<file path="src/rtl/hazard_ctrl_pkg.sv">
// Shared pipeline definitions for the hazard controller: FSM states, forward-select codes
// and the register-match helpers.
package hazard_ctrl_pkg;

   typedef enum logic {
      ST_RUN  = 1'b0,
      ST_HOLD = 1'b1
   } hz_state_t;

   localparam logic [1:0] FWD_RF  = 2'b00;
   localparam logic [1:0] FWD_WB  = 2'b01;
   localparam logic [1:0] FWD_MEM = 2'b10;

   // True when the ID instruction reads register r through either source port.
   function automatic logic src_match(input logic       use_a,
                                      input logic [4:0] ra,
                                      input logic       use_b,
                                      input logic [4:0] rb,
                                      input logic [4:0] r);
      return (use_a && (ra == r)) || (use_b && (rb == r));
   endfunction

   // MEM result is younger than WB, so it wins when both target the same register.
   function automatic logic [1:0] fwd_sel(input logic       mem_we,
                                          input logic [4:0] mem_rd,
                                          input logic       wb_we,
                                          input logic [4:0] wb_rd,
                                          input logic [4:0] src);
      if (mem_we && (mem_rd == src))
         return FWD_MEM;
      else if (wb_we && (wb_rd == src))
         return FWD_WB;
      else
         return FWD_RF;
   endfunction

endpackage

</file>
<file path="src/rtl/hazard_ctrl.sv">
// Pipeline hazard controller: load/data-hazard bubbles, branch flush, operand forwarding and
// a saturating stall-cycle counter. Define FORWARDING_EN to enable the forwarding datapath.
module hazard_ctrl
   import hazard_ctrl_pkg::*;
#(
   parameter int CNT_W = 16
) (
   input  logic             CLK,
   input  logic             RSTN,
   input  logic [4:0]       id_ra,
   input  logic [4:0]       id_rb,
   input  logic             id_use_ra,
   input  logic             id_use_rb,
   input  logic [4:0]       ex_ra,
   input  logic [4:0]       ex_rb,
   input  logic [4:0]       ex_rd,
   input  logic             ex_reg_write,
   input  logic             ex_mem_read,
   input  logic [4:0]       mem_rd,
   input  logic             mem_reg_write,
   input  logic [4:0]       wb_rd,
   input  logic             wb_reg_write,
   input  logic             branch_taken,
   output logic             Stall,
   output logic             pc_write,
   output logic             if_id_write,
   output logic             if_id_flush,
   output logic [1:0]       fwd_a,
   output logic [1:0]       fwd_b,
   output logic [CNT_W-1:0] stall_cycles
);

   hz_state_t        r_state;
   hz_state_t        w_state_nx;
   logic [1:0]       r_cnt;
   logic [1:0]       w_cnt_nx;
   logic [CNT_W-1:0] r_sc;

   logic             w_hz_ex;
   logic             w_hz_mem;
   logic             w_need;
   logic             w_need2;
   logic             w_stall;
   logic [1:0]       w_fwd_a;
   logic [1:0]       w_fwd_b;

   assign w_hz_ex  = src_match(id_use_ra, id_ra, id_use_rb, id_rb, ex_rd);
   assign w_hz_mem = src_match(id_use_ra, id_ra, id_use_rb, id_rb, mem_rd);

`ifdef FORWARDING_EN
   // Only a load result is too late to forward; one bubble lets it reach MEM.
   assign w_need  = ex_mem_read && ex_reg_write && w_hz_ex;
   assign w_need2 = 1'b0;
   assign w_fwd_a = fwd_sel(mem_reg_write, mem_rd, wb_reg_write, wb_rd, ex_ra);
   assign w_fwd_b = fwd_sel(mem_reg_write, mem_rd, wb_reg_write, wb_rd, ex_rb);
   logic w_unused;
   assign w_unused = w_hz_mem;
`else
   // Without forwarding, results are visible only once written back (write-before-read).
   assign w_need2 = ex_reg_write && w_hz_ex;
   assign w_need  = w_need2 || (mem_reg_write && w_hz_mem);
   assign w_fwd_a = FWD_RF;
   assign w_fwd_b = FWD_RF;
   logic w_unused;
   assign w_unused = ^{ex_ra, ex_rb, ex_mem_read, wb_rd, wb_reg_write};
`endif

   always_comb begin
      w_stall     = 1'b0;
      pc_write    = 1'b1;
      if_id_write = 1'b1;
      if_id_flush = 1'b0;
      w_state_nx  = r_state;
      w_cnt_nx    = r_cnt;
      if (branch_taken) begin
         w_stall     = 1'b1;
         if_id_flush = 1'b1;
         if_id_write = 1'b0;
         w_state_nx  = ST_RUN;
         w_cnt_nx    = 2'd0;
      end else begin
         unique case (r_state)
            ST_RUN: begin
               if (w_need) begin
                  w_stall     = 1'b1;
                  pc_write    = 1'b0;
                  if_id_write = 1'b0;
                  if (w_need2) begin
                     w_state_nx = ST_HOLD;
                     w_cnt_nx   = 2'd1;
                  end
               end
            end
            ST_HOLD: begin
               w_stall     = 1'b1;
               pc_write    = 1'b0;
               if_id_write = 1'b0;
               w_cnt_nx    = (r_cnt == 2'd0) ? 2'd0 : r_cnt - 2'd1;
               if (w_cnt_nx == 2'd0)
                  w_state_nx = ST_RUN;
            end
            default: begin
               w_state_nx = ST_RUN;
               w_cnt_nx   = 2'd0;
            end
         endcase
      end
   end

   always_ff @(posedge CLK or negedge RSTN) begin
      if (!RSTN) begin
         r_state <= ST_RUN;
         r_cnt   <= 2'd0;
      end else begin
         r_state <= w_state_nx;
         r_cnt   <= w_cnt_nx;
      end
   end

   // Branch-flush cycles are not hazard stalls and are excluded from the count.
   always_ff @(posedge CLK or negedge RSTN) begin
      if (!RSTN)
         r_sc <= '0;
      else if (w_stall && !branch_taken && (r_sc != {CNT_W{1'b1}}))
         r_sc <= r_sc + {{(CNT_W-1){1'b0}}, 1'b1};
   end

   assign Stall        = w_stall;
   assign fwd_a        = w_fwd_a;
   assign fwd_b        = w_fwd_b;
   assign stall_cycles = r_sc;

endmodule
</file>
<file path="config.mk">
export PLATFORM = sky130hd
export DESIGN_NAME = hazard_ctrl
export DESIGN_NICKNAME = d
export VERILOG_FILES = /design/src/rtl/hazard_ctrl_pkg.sv /design/src/rtl/hazard_ctrl.sv
export SDC_FILE = /design/constraint.sdc
export NUM_CORES = 1
export LEC_CHECK = 0
export ABC_AREA = 0
export CAP_MARGIN = 20
export CORE_ASPECT_RATIO = 1.25
export CORE_MARGIN = 2
export CORE_UTILIZATION = 36
export DETAILED_ROUTE_END_ITERATION = 12
export HOLD_SLACK_MARGIN = 0.06
export PLACE_DENSITY = 0.83
export SLEW_MARGIN = 10
export SYNTH_ARGS = -nofsm -noshare
export SYNTH_HDL_FRONTEND = slang
export SYNTH_SLANG_ARGS = --single-unit
</file>
<file path="constraint.sdc">
create_clock -name CLK -period 2.15 [get_ports CLK]
set_input_delay 0.215 -clock CLK [delete_from_list [all_inputs] [get_ports CLK]]
set_output_delay 0.215 -clock CLK [all_outputs]
set_load 0.02 [all_outputs]
</file>
Yosys cells after proc, flatten, opt, wreduce, memory -nomap -nowiden
Index checks and enable logic that the tools add are counted.
{ "totals": {"inputBits": 44, "word_cells": 46, "out_inout_bits": 24, "reg_bits": 19} }
{ "op_classes": {"n_eq_ne": 7, "mux": 18, "bitwise": 1, "addsub": 2, "n_reduce_logical": 15} }
{ "op_table": {"columns": ["cell", "n"], "rows": [
  ["== test 5 bit", 4],
  ["adder 16 x 1 -> 16 bit (second input constant)", 1],
  ["inequality test 16 bit (second input constant)", 1],
  ["two-way mux 1 bit", 10],
  ["logical AND 1 bit", 8],
  ["two-way mux 2 bit", 4],
  ["inequality test 3 bit (second input constant)", 2],
  ["one-hot mux 1 bit (2 select lines)", 3],
  ["zero test 2 bit", 2],
  ["one-hot mux 2 bit (2 select lines)", 1],
  ["logical OR 1 bit", 3],
  ["AND reduction 2 bit", 1],
  ["subtractor 2 x 1 -> 2 bit (second input constant)", 1],
  ["zero test 1 bit", 1],
  ["inverter 1 bit", 1]
]} }

Depth between registers and ports, before layout
Gate-level depths: netlist (run 1).
{ "logic_depth": {"depth_word": 10, "ltp_mapped": 9, "depth_no_buf": 7} }

Worst setup path before layout (run 1)
Ideal clock, no wire load.
{ "synth_timing": {"path_kind": "register to register", "start": "register r_sc[0] (netlist: stall_cycles[0])", "end": "register r_sc[1] (netlist: stall_cycles[1])", "synth_period_minus_slack_ps": 2124, "t_required_ps": 2025, "arrival_time_ps": 1999, "n_path_buf": 2, "path_slack_ps": 26, "setup_time_ps": 125, "stages_incl_launch_ff": 10, "cell_sequence": "dfrtp_1 -> ha_1 -> nand4_1 -> inv_1 -> and3_1 -> clkbuf_1 -> and3_1 -> buf_4 -> nor3_2 -> mux2_2"} }
{ "synth_between": {"elab_chain_len": 2, "elab_cells_between_ends": 3, "classes_between": "add/sub (1); eq/ne (1); reduce/logical (1)"} }
{ "synth_lines": {"columns": ["item", "line", "text"], "rows": [
  ["start: declaration", "hazard_ctrl.sv:37", "logic [CNT_W-1:0] r_sc;"],
  ["start signal: assignment", "hazard_ctrl.sv:125", "r_sc <= r_sc + {{(CNT_W-1){1'b0}}, 1'b1};"],
  ["branches (longest 2 deep; another with adder 16 x 1 -> 16 bit)", null, null]
]} }
Several ways; the timed one is not identified.
A chain may end at the register's enable or synchronous reset.

Final worst setup path (run 1)
{ "layout_timing": {"start": "input port id_rb[1]", "end": "output port pc_write"} }
{ "layout_between": {"elab_chain_len": 8, "elab_cells_between_ends": 12, "classes_between": "eq/ne (2); mux (3); reduce/logical (7)"} }
{ "layout_lines": {"columns": ["item", "line", "text"], "rows": [
  ["start: declaration", "hazard_ctrl.sv:11", "input logic [4:0] id_rb,"],
  ["== test 5 bit", "hazard_ctrl_pkg.sv:20", "return (use_a && (ra == r)) || (use_b && (rb == r));"],
  ["logical AND 1 bit", "hazard_ctrl_pkg.sv:20", null],
  ["logical OR 1 bit", "hazard_ctrl_pkg.sv:20", null],
  ["logical AND 1 bit, on equally long branches", "hazard_ctrl.sv:60, hazard_ctrl.sv:61", null],
  ["logical OR 1 bit (*)", "hazard_ctrl.sv:61", "assign w_need = w_need2 || (mem_reg_write && w_hz_mem);"],
  ["two-way mux 1 bit (*)", "hazard_ctrl.sv:84", "if (w_need) begin"],
  ["one-hot mux 1 bit (2 select lines) (*)", "hazard_ctrl.sv:82", "unique case (r_state)"],
  ["two-way mux 1 bit (*)", "hazard_ctrl.sv:75", "if (branch_taken) begin"],
  ["end: declaration", "hazard_ctrl.sv:25", "output logic pc_write,"]
]} }
Mark *: on every way between the ends. The rest lies on a longest branch, timed or not.

==> reports/qor.yml, run 1 <==
nets: 241
diodes: 0
layout_setup_ws_ns: -0.07243
crit_path_end_kind: "primary output"
reg2reg_depth: 8
r2r_end: "stall_cycles[15]"
slew_viol_final: 0
antenna_left: 0
hold_class: "primary input to async pin"
rows: 24
dieArea_um2: 4207
io_buffers: 46
dp_slack_ns: -0.4389
synth_area_leader_cell: "dfrtp_1"
path_max_fanout: 2
final_util_pct: 58.48
rr_startpoint: "stall_cycles[0]"
setup_violations: 2
die_x_um: 58.42
antenna_found_initial: 0
netlist_area_um2: 1333
outcome: "complete, but fails checks"
drv_cap: 0
p_leak_nw: 0.9219
vdd_ir_drop_max_mv: 0.4204
syn2layout_area_growth_pct: 54.18
instances_no_fill: 234
yosys_warnings: 0
cts_sinks: 19
crit_type: "primary input to primary output"
cp-start-kind: "primary input"
clock_latency_ns: 0.26
io_pins: 68
syn_area_per_cell_um2: 10.49
max_freq_mhz: 450.0
first_global_vias: 1305
period_needed_ns: 2.222
wl_per_cell_um: 14.28
clock_skew_ns: 0.005619
cts_tree: "built"
grt.total_usage_pct: 17.07
cts_buffers: 3
ys_ff_latch: 19
syn_inst: 127
post-route-period-util_pct: 103.4
avgViaCountPerCell: 5.094
yosys-top-cells-area: "dfrtp_1 36%, xor2_1 16%, nor4_2 5.6%"
drt-initial-drc-count: 30
use_met3_pct: 1.783
grt_use_met1_pct: 19.17
clk_path_buf_depth: 2
drc: 0
tns_ns: -0.07991
ys_types: 35
violations: "setup timing"
yosysSeqAreaShare_pct: 35.68
yosysTopAreaCellShare_pct: 35.68
grt_util_met2_pct: 30.84
grt.overflow.total: 0
grt_max_degree: 20
drive_above_1_share_pct: 27.69
routed_wl_um: 3342
finalHoldViolCount: 0
die_h_um: 72.02
htreeDepth: 1
crit_arrival_ns: 2.01
busiest_layer: "met2"
clk_pin_slew_worst_paths_ns: 0.07
dpl.cell_count: 226
initial_core_util_pct: 37.93
num_vias: 1192
powerDensity_nw_per_um2: 476.6
clock-root-buffer: "clkbuf_8"
drt_first_pass_iters: 4
place.gp.congestion: 0.8531
finalPower_uw: 979.2
core_um2: 3513
grt_first_pass_wirelength_um: 5602
rsz0062_at_grt: "true"
critPathRequiredTime_ns: 1.93
dp_hpwl_um: 2581
r2r_slack_ns: 0.19
cell type report:
class / count / area [µm²]
multi-input cells: 97 / 829.5
fillers: 302 / 1459
well taps: 39 / 48.80
clock buffers: 4 / 45.04
inverters: 4 / 15.01
flip-flops and latches: 19 / 475.5
repair buffers: 71 / 640.6
per-layer routing:
layer | wire length, µm | part of all wire [%]
met1 | 1278 | 38
met2 | 1832 | 55
met3 | 134 | 4.0
met4 | 97 | 2.9
met5 | 0 | 0
synth_stat cells:
cell type / instances
clkbuf_1: 3
xnor2_1: 8
nor4b_2: 3
nand2b_1: 1
nor4_1: 4
and4_1: 1
nor3_2: 1
dfrtp_1: 19
nand4_1: 5
o21ai_2: 1
xor2_1: 25
a211oi_1: 2
nand3_1: 6
nor2_1: 3
a41oi_1: 1
nand3b_1: 1
nor3_1: 3
nor4_2: 6
nor4_4: 2
o22a_1: 1
nand2_1: 6
inv_1: 4
mux2_2: 1
nand2_2: 1
or3b_2: 1
or2_2: 1
buf_4: 6
conb_1: 1
buf_6: 1
ha_1: 1
a221oi_1: 1
mux2i_1: 1
a41o_1: 1
nor2_4: 1
and3_1: 4
repair_timing:
| action | in CTS | in global routing |
|---|---|---|
| gates resized for setup | 13 | 9 |
| setup endpoints to repair | 4 | 17 |
| setup buffers | 2 | 2 |
| hold buffers | 0 | 0 |
| pin swaps | 6 | 6 |
per-stage QoR:
| step | hold slack [ns] | instance area, µm² |
|---|---|---|
| after floorplan | -0.08059 | 1344 |
| after global placement | 0.4785 | 1943 |
| after detailed placement | 0.4829 | 1943 |
| after CTS | 0.2879 | 2019 |
| after global routing | 0.3101 | 2054 |
| final | 0.2825 | 2054 |
logic make-up after synthesis:
group | count (synthesis) | share of synthesized area (%)
flip-flops | 19 | 35.68
adder cells (fa/ha/maj) | 1 | 0.9388
AND/OR/NAND/NOR | 50 | 29.11
AO/OA/AOI/OAI | 7 | 4.507
multiplexers | 2 | 1.596
other | 1 | 0.2814
XOR/XNOR | 33 | 21.69
buffers and inverters | 14 | 6.196
cell usage in the layout (no fill, tap or decap), types with 3 or more instances in the layout:
master,netlist,routed
dfrtp_1,19,19
nand4_1,5,5
nor4_2,6,9
clkdlybuf4s50_1,0,40
nor4b_2,3,3
inv_1,4,4
buf_4,6,25
and3_1,4,4
clkbuf_8,0,3
xnor2_1,8,8
nor2_1,3,3
xor2_1,25,25
nand2_1,6,6
nand3_1,6,6
dlymetal6s2s_1,0,3
conb_1,1,4
buf_2,0,3
registers in the layout (all words and copies together), names as in the netlist:
register      flops
stall_cycles     16
r_state           1
r_cnt             2
worst max-delay path: stages:
cell and delay [ns]:
clkdlybuf4s50_1 0.43, buf_4 0.15, xnor2_1 0.25, nand4_1 0.17
o21ai_2 0.28, nor2_4 0.05, or2_2 0.29, buf_2 0.17
how the worst max path moves through the flow:
stage | slack, ns | depth (start not counted) | endpoint | startpoint
6_report | -0.07 | 8 | pc_write | id_rb[1]
3_3_place_gp | -0.40 | 8 | pc_write | id_ra[3]
5_1_grt | -0.11 | 8 | pc_write | id_ra[3]
2_1_floorplan | 0.03 | 9 | stall_cycles[1] | stall_cycles[0]
3_5_place_dp | -0.44 | 7 | if_id_write | ex_rd[3]
4_1_cts | -0.03 | 8 | pc_write | ex_rd[0]
power breakdown:
| group | leakage (nW) | switching, mW | total (mW) | internal, mW |
|---|---|---|---|---|
| logic | 0.643 | 0.146 | 0.308 | 0.162 |
| clock network | 0.0228 | 0.122 | 0.254 | 0.132 |
| registers | 0.257 | 0.0327 | 0.417 | 0.385 |
| total | 0.922 | 0.300 | 0.979 | 0.679 |
(Power assumes the default switching activity.)
==> run 2, diff against run 1 <==
Settings changed: MAX_ROUTING_LAYER from default to met4.
==> reports/qor.yml, run 2 (synthesized netlist as in run 1, its figures left out) <==
outcome: "complete, but fails checks"
violations: "setup timing"
clkPwrFrac_pct: 25.9  # about the same
grt_max_degree: 20  # unchanged
postPlaceCellArea_um2: 1943  # unchanged
crit_arrival_ns: 2.01  # about the same
cts_sinks: 19  # unchanged
clk_pin_slew_worst_paths_ns: 0.07  # about the same
r2r_slack_ns: 0.19  # about the same
critPathMaxStageDelay_ns: 0.43  # about the same
slowest_stage: "clkdlybuf4s50_1"
wl_per_cell_um: 14.29  # about the same
crit_path_end_kind: "primary output"
routed_wl_um: 3343  # about the same
layout_setup_ws_ns: -0.07242  # +0.000008700 ns
max_freq_mhz: 450.0  # about the same
htreeDepth: 1  # unchanged
cts_buffers: 3  # unchanged
io_pins: 68  # unchanged
final_common_cell: "clkdlybuf4s50_1"
p_leak_nw: 0.9219  # unchanged
crit_type: "primary input to primary output"
antenna_left: 0  # unchanged
reg2reg_depth: 8  # unchanged
clock_latency_ns: 0.26  # about the same
initial_core_util_pct: 37.93  # unchanged
r2r_end: "stall_cycles[15]"
avgViaCountPerCell: 5.094  # unchanged
layout_common_cells: "40 x clkdlybuf4s50_1, 25 x xor2_1, 25 x buf_4"
vdd_ir_drop_max_mv: 0.4204  # about the same
use_met3_pct: 1.248  # -0.53 points
grt_util_met2_pct: 30.84  # unchanged
antenna_found_initial: 0  # unchanged
switching_share_pct: 30.66  # about the same
drc: 0  # unchanged
hold_buffers: 0  # unchanged
switchingPower_uw: 300.2  # about the same
first_global_vias: 1305  # unchanged
finalHoldViolCount: 0  # unchanged
grt.total_usage_pct: 17.57  # +0.50 points
grt_first_pass_wirelength_um: 5602  # unchanged
num_vias: 1192  # unchanged
drv_cap: 0  # unchanged
powerDensity_nw_per_um2: 476.6  # about the same
cp-start-kind: "primary input"
clock-root-buffer: "clkbuf_8"
fillers: 302  # unchanged
setup_violations: 2  # unchanged
nets: 241  # unchanged
seq_power_share_pct: 42.6  # about the same
dp_hpwl_um: 2581  # unchanged
post-route-period-util_pct: 103.4  # about the same
critPathRequiredTime_ns: 1.93  # about the same
core_um2: 3513  # unchanged
rows: 24  # unchanged
die_x_um: 58.42  # unchanged
clk_path_buf_depth: 2  # unchanged
period_needed_ns: 2.222  # -0.000008700 ns
dieArea_um2: 4207  # unchanged
diodes: 0  # unchanged
combPwrFrac_pct: 31.5  # about the same
path_max_fanout: 2  # unchanged
stdcell_area_um2: 2054  # unchanged
grt_use_met1_pct: 19.51  # +0.34 points
finalPower_uw: 979.2  # about the same
largest_reg_flops: 16  # unchanged
slew_viol_final: 0  # unchanged
place.gp.congestion: 0.8667  # +1.6%
rr_startpoint: "stall_cycles[0]"
clock_skew_ns: 0.005627  # +0.000008470 ns
cts_tree: "built"
drt-initial-drc-count: 30  # unchanged
busiest_layer: "met2"
die_h_um: 72.02  # unchanged
drive_above_1_share_pct: 27.69  # unchanged
syn2layout_area_growth_pct: 54.18  # unchanged
grt.overflow.total: 0  # unchanged
hold_class: "primary input to async pin"
rsz0062_at_grt: "true"
drt_first_pass_iters: 4  # unchanged
io_buffers: 46  # unchanged
intPower_uw: 679.0  # unchanged
worstPathCellList: "clkdlybuf4s50_1, buf_4, xnor2_1, nand4_1, o21ai_2, nor2_4, or2_2, buf_2"
[run 2: cell counts in the layout (fill, tap and decap cells not counted)]
No cell type changed its count.
[run 2: cell type report]
| type | instances | area, µm² | share of cell area [%] |
|---|---|---|---|
| clock buffers | 4 | 45.04 | 2.192 |
| inverters | 4 | 15.01 | 0.7308 |
| multi-input cells | 97 | 829.5 | 40.38 |
| flip-flops and latches | 19 | 475.5 | 23.14 |
| well taps | 39 | 48.80 | 2.375 |
| repair buffers | 71 | 640.6 | 31.18 |
[run 2: routing by layer]
| layer | part of all wire (%) | routed length (µm) | vias up |
|---|---|---|---|
| met5 | 0 | 0 | - |
| met2 | 55 | 1834 | 37 |
| met1 | 39 | 1301 | 573 |
| met4 | 2.9 | 97 | 0 |
| li1 | - | - | 575 |
| met3 | 3.3 | 110 | 7 |
[run 2: worst max-delay path by stage]
| stage | startpoint | to | slack (ns) | depth (start not counted) |
|---|---|---|---|---|
| floorplan | stall_cycles[0] | stall_cycles[1] | 0.03 | 9 |
| global placement | id_ra[3] | pc_write | -0.40 | 8 |
| detailed placement | ex_rd[3] | if_id_write | -0.44 | 7 |
| CTS | ex_rd[0] | pc_write | -0.03 | 8 |
| global route | id_ra[3] | pc_write | -0.11 | 8 |
| finish | id_rb[1] | pc_write | -0.07 | 8 |
[run 2: repair_timing]
| action | 4_1_cts | 5_1_grt |
|---|---|---|
| buffers inserted | 2 | 2 |
| endpoints found under the hold margin | 0 | 0 |
| gates resized for setup | 13 | 9 |
| pin swaps | 6 | 6 |
| setup endpoints to repair | 4 | 17 |
[run 2: worst max-delay path, delay by kind of cell]
family                    cells  cell delay (ns)
buffers and inverters         3             0.75
and+or+nand+nor               3             0.51
AOI/OAI and AO/OA             1             0.28
xor gates and xnor gates      1             0.25
[run 2: power by group through the flow]
stage	combinational [mW]	clock, mW	sequential [mW]
2_1_floorplan	0.109	0	0.452
3_3_place_gp	0.296	0	0.422
3_5_place_dp	0.304	0	0.425
4_1_cts	0.307	0.260	0.419
5_1_grt	0.334	0.274	0.424
6_report	0.308	0.254	0.417
[run 2: stage by stage]
stage | utilization, % | setup slack (ns) | setup TNS, ns | cells | hold WS, ns
after floorplan | - | 0.02616 | 0 | 130 | -0.08059
after global placement | 55.31 | -0.3959 | -2.289 | 226 | 0.4785
after detailed placement | 55.31 | -0.4389 | -3.700 | 226 | 0.4829
after CTS | 57.48 | -0.03335 | -0.03335 | 232 | 0.2879
after global routing | 58.48 | -0.1074 | -0.2108 | 234 | 0.3101
final | 58.48 | -0.07242 | -0.07989 | 234 | 0.2825
==> run 3, diff against run 2 <==
==> constraint.sdc (replaced) <==
create_clock -name CLK -period 2.15 [get_ports CLK]
set_input_delay 0.215 -clock CLK [delete_from_list [all_inputs] [get_ports CLK]]
set_output_delay 0.215 -clock CLK [all_outputs]
set_load 0.005 [all_outputs]
==> reports/qor.yml, run 3 (synthesized netlist as in run 1, its figures left out) <==
drv_cap: 0  # unchanged
powerDensity_nw_per_um2: 457.5  # -4.0%
clock-root-buffer: "clkbuf_8"
dp_slack_ns: -0.3659  # +0.07296 ns
syn2layout_area_growth_pct: 55.77
crit_path_end_kind: "flop"
cts_buffers: 3  # unchanged
dp_hpwl_um: 2552  # -1.1%
crit_arrival_ns: 2.20  # +0.19 ns
combPwrFrac_pct: 27.7  # -3.8 points
wl_per_cell_um: 14.25  # -0.22%
drt_first_pass_iters: 4  # unchanged
setup_violations: 0  # -2
grt.total_usage_pct: 17.36  # -0.21 points
grt_max_degree: 20  # unchanged
crit_type: "flop to flop"
hold_class: "primary input to async pin"
rsz0062_at_grt: "true"
io_buffers: 46  # unchanged
outcome: "finished, final reports clean"
post-route-period-util_pct: 94.97  # -8.4 points
crit_end: "stall_cycles[10]"
antenna_left: 0  # unchanged
diodes: 0  # unchanged
grt.overflow.total: 0  # unchanged
hold_buffers: 0  # unchanged
drive_above_1_share_pct: 26.42  # -1.3 points
vdd_ir_drop_max_mv: 0.5631  # +34%
multi_input_area_um2: 852.1  # +2.7%
seq_power_share_pct: 44.0  # +1.4 points
clk_pin_slew_worst_paths_ns: 0.08  # about the same
fillers: 278  # -7.9%
path_max_fanout: 5  # +3
intPower_uw: 674.8  # -0.61%
cp-start-kind: "flop"
avgViaCountPerCell: 5.121  # +0.52%
clkPwrFrac_pct: 28.3  # +2.4 points
critPathRequiredTime_ns: 2.31  # +0.38 ns
die_h_um: 72.02  # unchanged
rr_startpoint: "stall_cycles[0]"
rows: 24  # unchanged
drt-initial-drc-count: 38  # +27%
place.gp.congestion: 0.8662  # about the same
antenna_found_initial: 0  # unchanged
initial_core_util_pct: 37.93  # unchanged
r2r_end: "stall_cycles[10]"
layout_common_cells: "30 x clkdlybuf4s50_1, 25 x xor2_1, 22 x buf_4"
cts_sinks: 19  # unchanged
cp-startpoint: "stall_cycles[0]"
period_needed_ns: 2.042  # -0.1805 ns
clk_path_buf_depth: 2  # unchanged
first_global_vias: 1228  # -5.9%
slew_viol_final: 0  # unchanged
clock_latency_ns: 0.27  # about the same
final_common_cell: "clkdlybuf4s50_1"
num_vias: 1188  # -0.34%
nets: 239  # -0.83%
switchingPower_uw: 274.8  # -8.5%
layout_setup_ws_ns: 0.1081  # +0.1805 ns
switching_share_pct: 28.94  # -1.7 points
clock_skew_ns: 0.002848  # -0.002780 ns
dieArea_um2: 4207  # unchanged
max_freq_mhz: 489.7  # +8.8%
die_x_um: 58.42  # unchanged
regArea_um2: 475.5  # unchanged
htreeDepth: 1  # unchanged
r2r_slack_ns: 0.11  # -0.08 ns
routed_wl_um: 3307  # -1.1%
core_um2: 3513  # unchanged
finalHoldViolCount: 0  # unchanged
largest_reg_flops: 16  # unchanged
io_pins: 68  # unchanged
drc: 0  # unchanged
reg2reg_depth: 7  # -1
cts_tree: "built"
grt_first_pass_wirelength_um: 5520  # -1.5%
finalPower_uw: 949.6  # -3.0%
p_leak_nw: 0.9633  # +4.5%
## run 3: final cells by class
cell class | count | share of cell area (%)
clock buffer | 4 | 2.170
inverter | 4 | 0.7233
multi-input combinational | 97 | 41.05
sequential | 19 | 22.91
tap | 39 | 2.351
timing repair buffer | 69 | 30.80
## run 3: worst max-delay path: stages, from the launching register on
cell	delay, ns
dfrtp_1	0.42
ha_1	0.25
nand4_1	0.10
inv_1	0.06
and3_1	0.19
and3_2	0.26
or3b_2	0.47
o22a_1	0.18
## run 3: worst min-delay path by stage
stage	startpoint	endpoint	slack [ns]	cells after the start
final	RSTN	stall_cycles[10]	0.28	2
after global routing	RSTN	stall_cycles[3]	0.31	2
after CTS	RSTN	stall_cycles[3]	0.29	2
after detailed placement	stall_cycles[9]	stall_cycles[9]	0.48	1
after global placement	stall_cycles[15]	stall_cycles[15]	0.48	1
after floorplan	RSTN	r_cnt[0]	-0.08	0
## run 3: power by group through the flow
| stage | combinational (mW) | sequential (mW) | clock [mW] |
|---|---|---|---|
| after floorplan | 0.0989 | 0.422 | 0 |
| after global placement | 0.256 | 0.422 | 0 |
| after detailed placement | 0.264 | 0.425 | 0 |
| after CTS | 0.262 | 0.418 | 0.264 |
| after global routing | 0.290 | 0.424 | 0.282 |
| final | 0.263 | 0.418 | 0.269 |
## run 3: metrics by stage
step                      cells  utilization [%]  hold slack (ns)  cell area (µm²)  TNS (ns)
after global placement      227            55.52           0.4782             1951    -2.638
after detailed placement    227            55.52           0.4834             1951    -3.266
after floorplan             130                -         -0.08059             1344         0
after global routing        232            59.08           0.3106             2076  -0.02925
after CTS                   231            57.05           0.2874             2004  -0.05916
final                       232            59.08           0.2759             2076         0
## run 3: per-layer routing
| metal | GRT usage (%) | up-vias | share of wire (%) |
|---|---|---|---|
| met5 | - | - | 0 |
| met4 | 8.269 | 0 | 2.4 |
| met3 | 1.248 | 9 | 3.5 |
| met2 | 29.34 | 39 | 53 |
| met1 | 20.67 | 563 | 41 |
| li1 | - | 577 | - |
## run 3: timing repair
| action | in CTS | in global routing |
|---|---|---|
| pin swaps | 8 | 10 |
| buffers inserted | 0 | 1 |
| endpoints found under the setup margin | 3 | 11 |
| gates resized for setup | 13 | 17 |
==> RTL edit: new RTL, flow settings as in run 2 <==
`CNT_W`: 16 -> 32.
--- a/src/rtl/hazard_ctrl.sv
+++ b/src/rtl/hazard_ctrl.sv
@@ -5,3 +5,3 @@
 #(
-   parameter int CNT_W = 16
+   parameter int CNT_W = 32
 ) (
Interface: changed (resized stall_cycles); port bits go from 68 to 84. The function was not compared with the original's and may differ.
==> RTL edit against run 2 <==
Count of clock-buffer cells in the layout grew 2; power increased by 72%; synthesized cell count grew 62%; synthesized area rose by 55%; first-iteration DRC count grew 43%; design area up 61%; setup slack gained 130 ps; sequential cell count grew 16; wire length is 73% higher.
==> RTL edit: results (changes against run 2) <==
* Post-synth top cells: xor2_1 (39), dfrtp_1 (35), nand2_1 (14) (was xor2_1 (25), dfrtp_1 (19), xnor2_1 (8))
* Status: completed (was finished, violations left)
* WL met3 at 344 microns (was 110 microns)
* Routability congestion estimate at 0.8151 (was 0.8667)
* Setup Skew at 7.970 ps (was 5.627 ps)
* GR Util All Layers at 18.88% (was 17.57%)
* CTS Buf Count at 5 (was 3)
* Met2 usage at 34.09% (was 30.84%)
* Post-DP HPWL at 4156 microns (was 2581 microns)
* R2R depth at 6 (was 8)
* Worst ir drop on vdd at 0.4890 mV (was 0.4204 mV)
* Synth area leaders: dfrtp_1 (42%), xor2_1 (17%), xnor2_1 (4.7%) (was dfrtp_1 (36%), xor2_1 (16%), nor4_2 (5.6%))
* Layout Cells excl Fill at 369 (was 234)
* Metal-1 WL at 2311 microns (was 1301 microns)
* CP max FO at 7 (was 2)
* Met1 Resource Use GR at 20.24% (was 19.51%)
* First-pass GRT wire length at 9135 microns (was 5602 microns)
* Post-Syn Instances at 206 (was 127)
* Critical R2R Launch: stall_cycles[27] (was stall_cycles[0])
* Number of global-route vias before repair at 2014 (was 1305)
* DR WL met2 at 3050 microns (was 1834 microns)
* Crit-path max cell delay at 490 ps (was 430 ps)
* Largest net degree at the start of global routing at 36 (was 20)
* Layout cells sized above 1 at 21.64% (was 27.69%)
* Synth unique cells at 34 (was 35)
* DR vias/cell at 5.298 (was 5.094)
* Max reg flops at 32 (was 16)
* Hold WS at 331.1 ps (was 282.5 ps)
* M3 GR Usage at 4.328% (was 1.248%)
* Fin nets at 349 (was 241)
* H-tree depth at 2 (was 1)
RTL edit: repair_timing:
action                                  in CTS  in global routing
endpoints found under the hold margin        0                  0
gates resized for setup                     27                 24
pin swaps                                    5                 14
endpoints found under the setup margin      11                 29
buffers inserted                             2                  1
RTL edit: worst max path at each step:
stage | end | depth (start not counted) | slack (ps) | from
2_1_floorplan | stall_cycles[17] | 7 | 50 | stall_cycles[22]
3_3_place_gp | Stall | 8 | -430 | id_ra[3]
3_5_place_dp | Stall | 8 | -460 | id_ra[3]
4_1_cts | Stall | 9 | -9 | id_ra[0]
5_1_grt | stall_cycles[15] | 6 | -50 | stall_cycles[27]
6_report | stall_cycles[15] | 6 | 60 | stall_cycles[27]
RTL edit: worst reg2reg max path, stage by stage, from the launching register on:
cell      delay (ps)
dfrtp_1          380
and4_1           250
and4_1           260
and4bb_4         260
or4_1            490
nor3_1           220
xor2_1           170
RTL edit: power breakdown:
| group | internal (mW) | leakage [nW] | switching (mW) |
|---|---|---|---|
| clock | 0.375 | 0.0612 | 0.232 |
| sequential | 0.690 | 0.470 | 0.0304 |
| combinational | 0.176 | 1.11 | 0.180 |
RTL edit: cell type report:
type,instances,area (sq um)
Fill cell,434,2177
Multi-Input combinational cell,157,1247
Timing Repair Buffer,99,959.7
Sequential cell,35,875.8
Clock buffer,6,82.58
Tap cell,64,80.08
Clock inverter,2,35.03
Inverter,6,22.52
RTL edit: cell families (layout without fill, tap and decap cells):
kind of cell    after synthesis  in the layout  share of synthesized area (%)
simple gates                 93             93                          27.65
xor+xnor                     50             50                          21.22
flops                        35             35                          42.45
buf+inv                      17            113                          4.063
compound gates                8              8                          3.275
fa+ha+maj                     1              1                         0.6063
other cells                   1              4                         0.1818
mux                           1              1                         0.5457
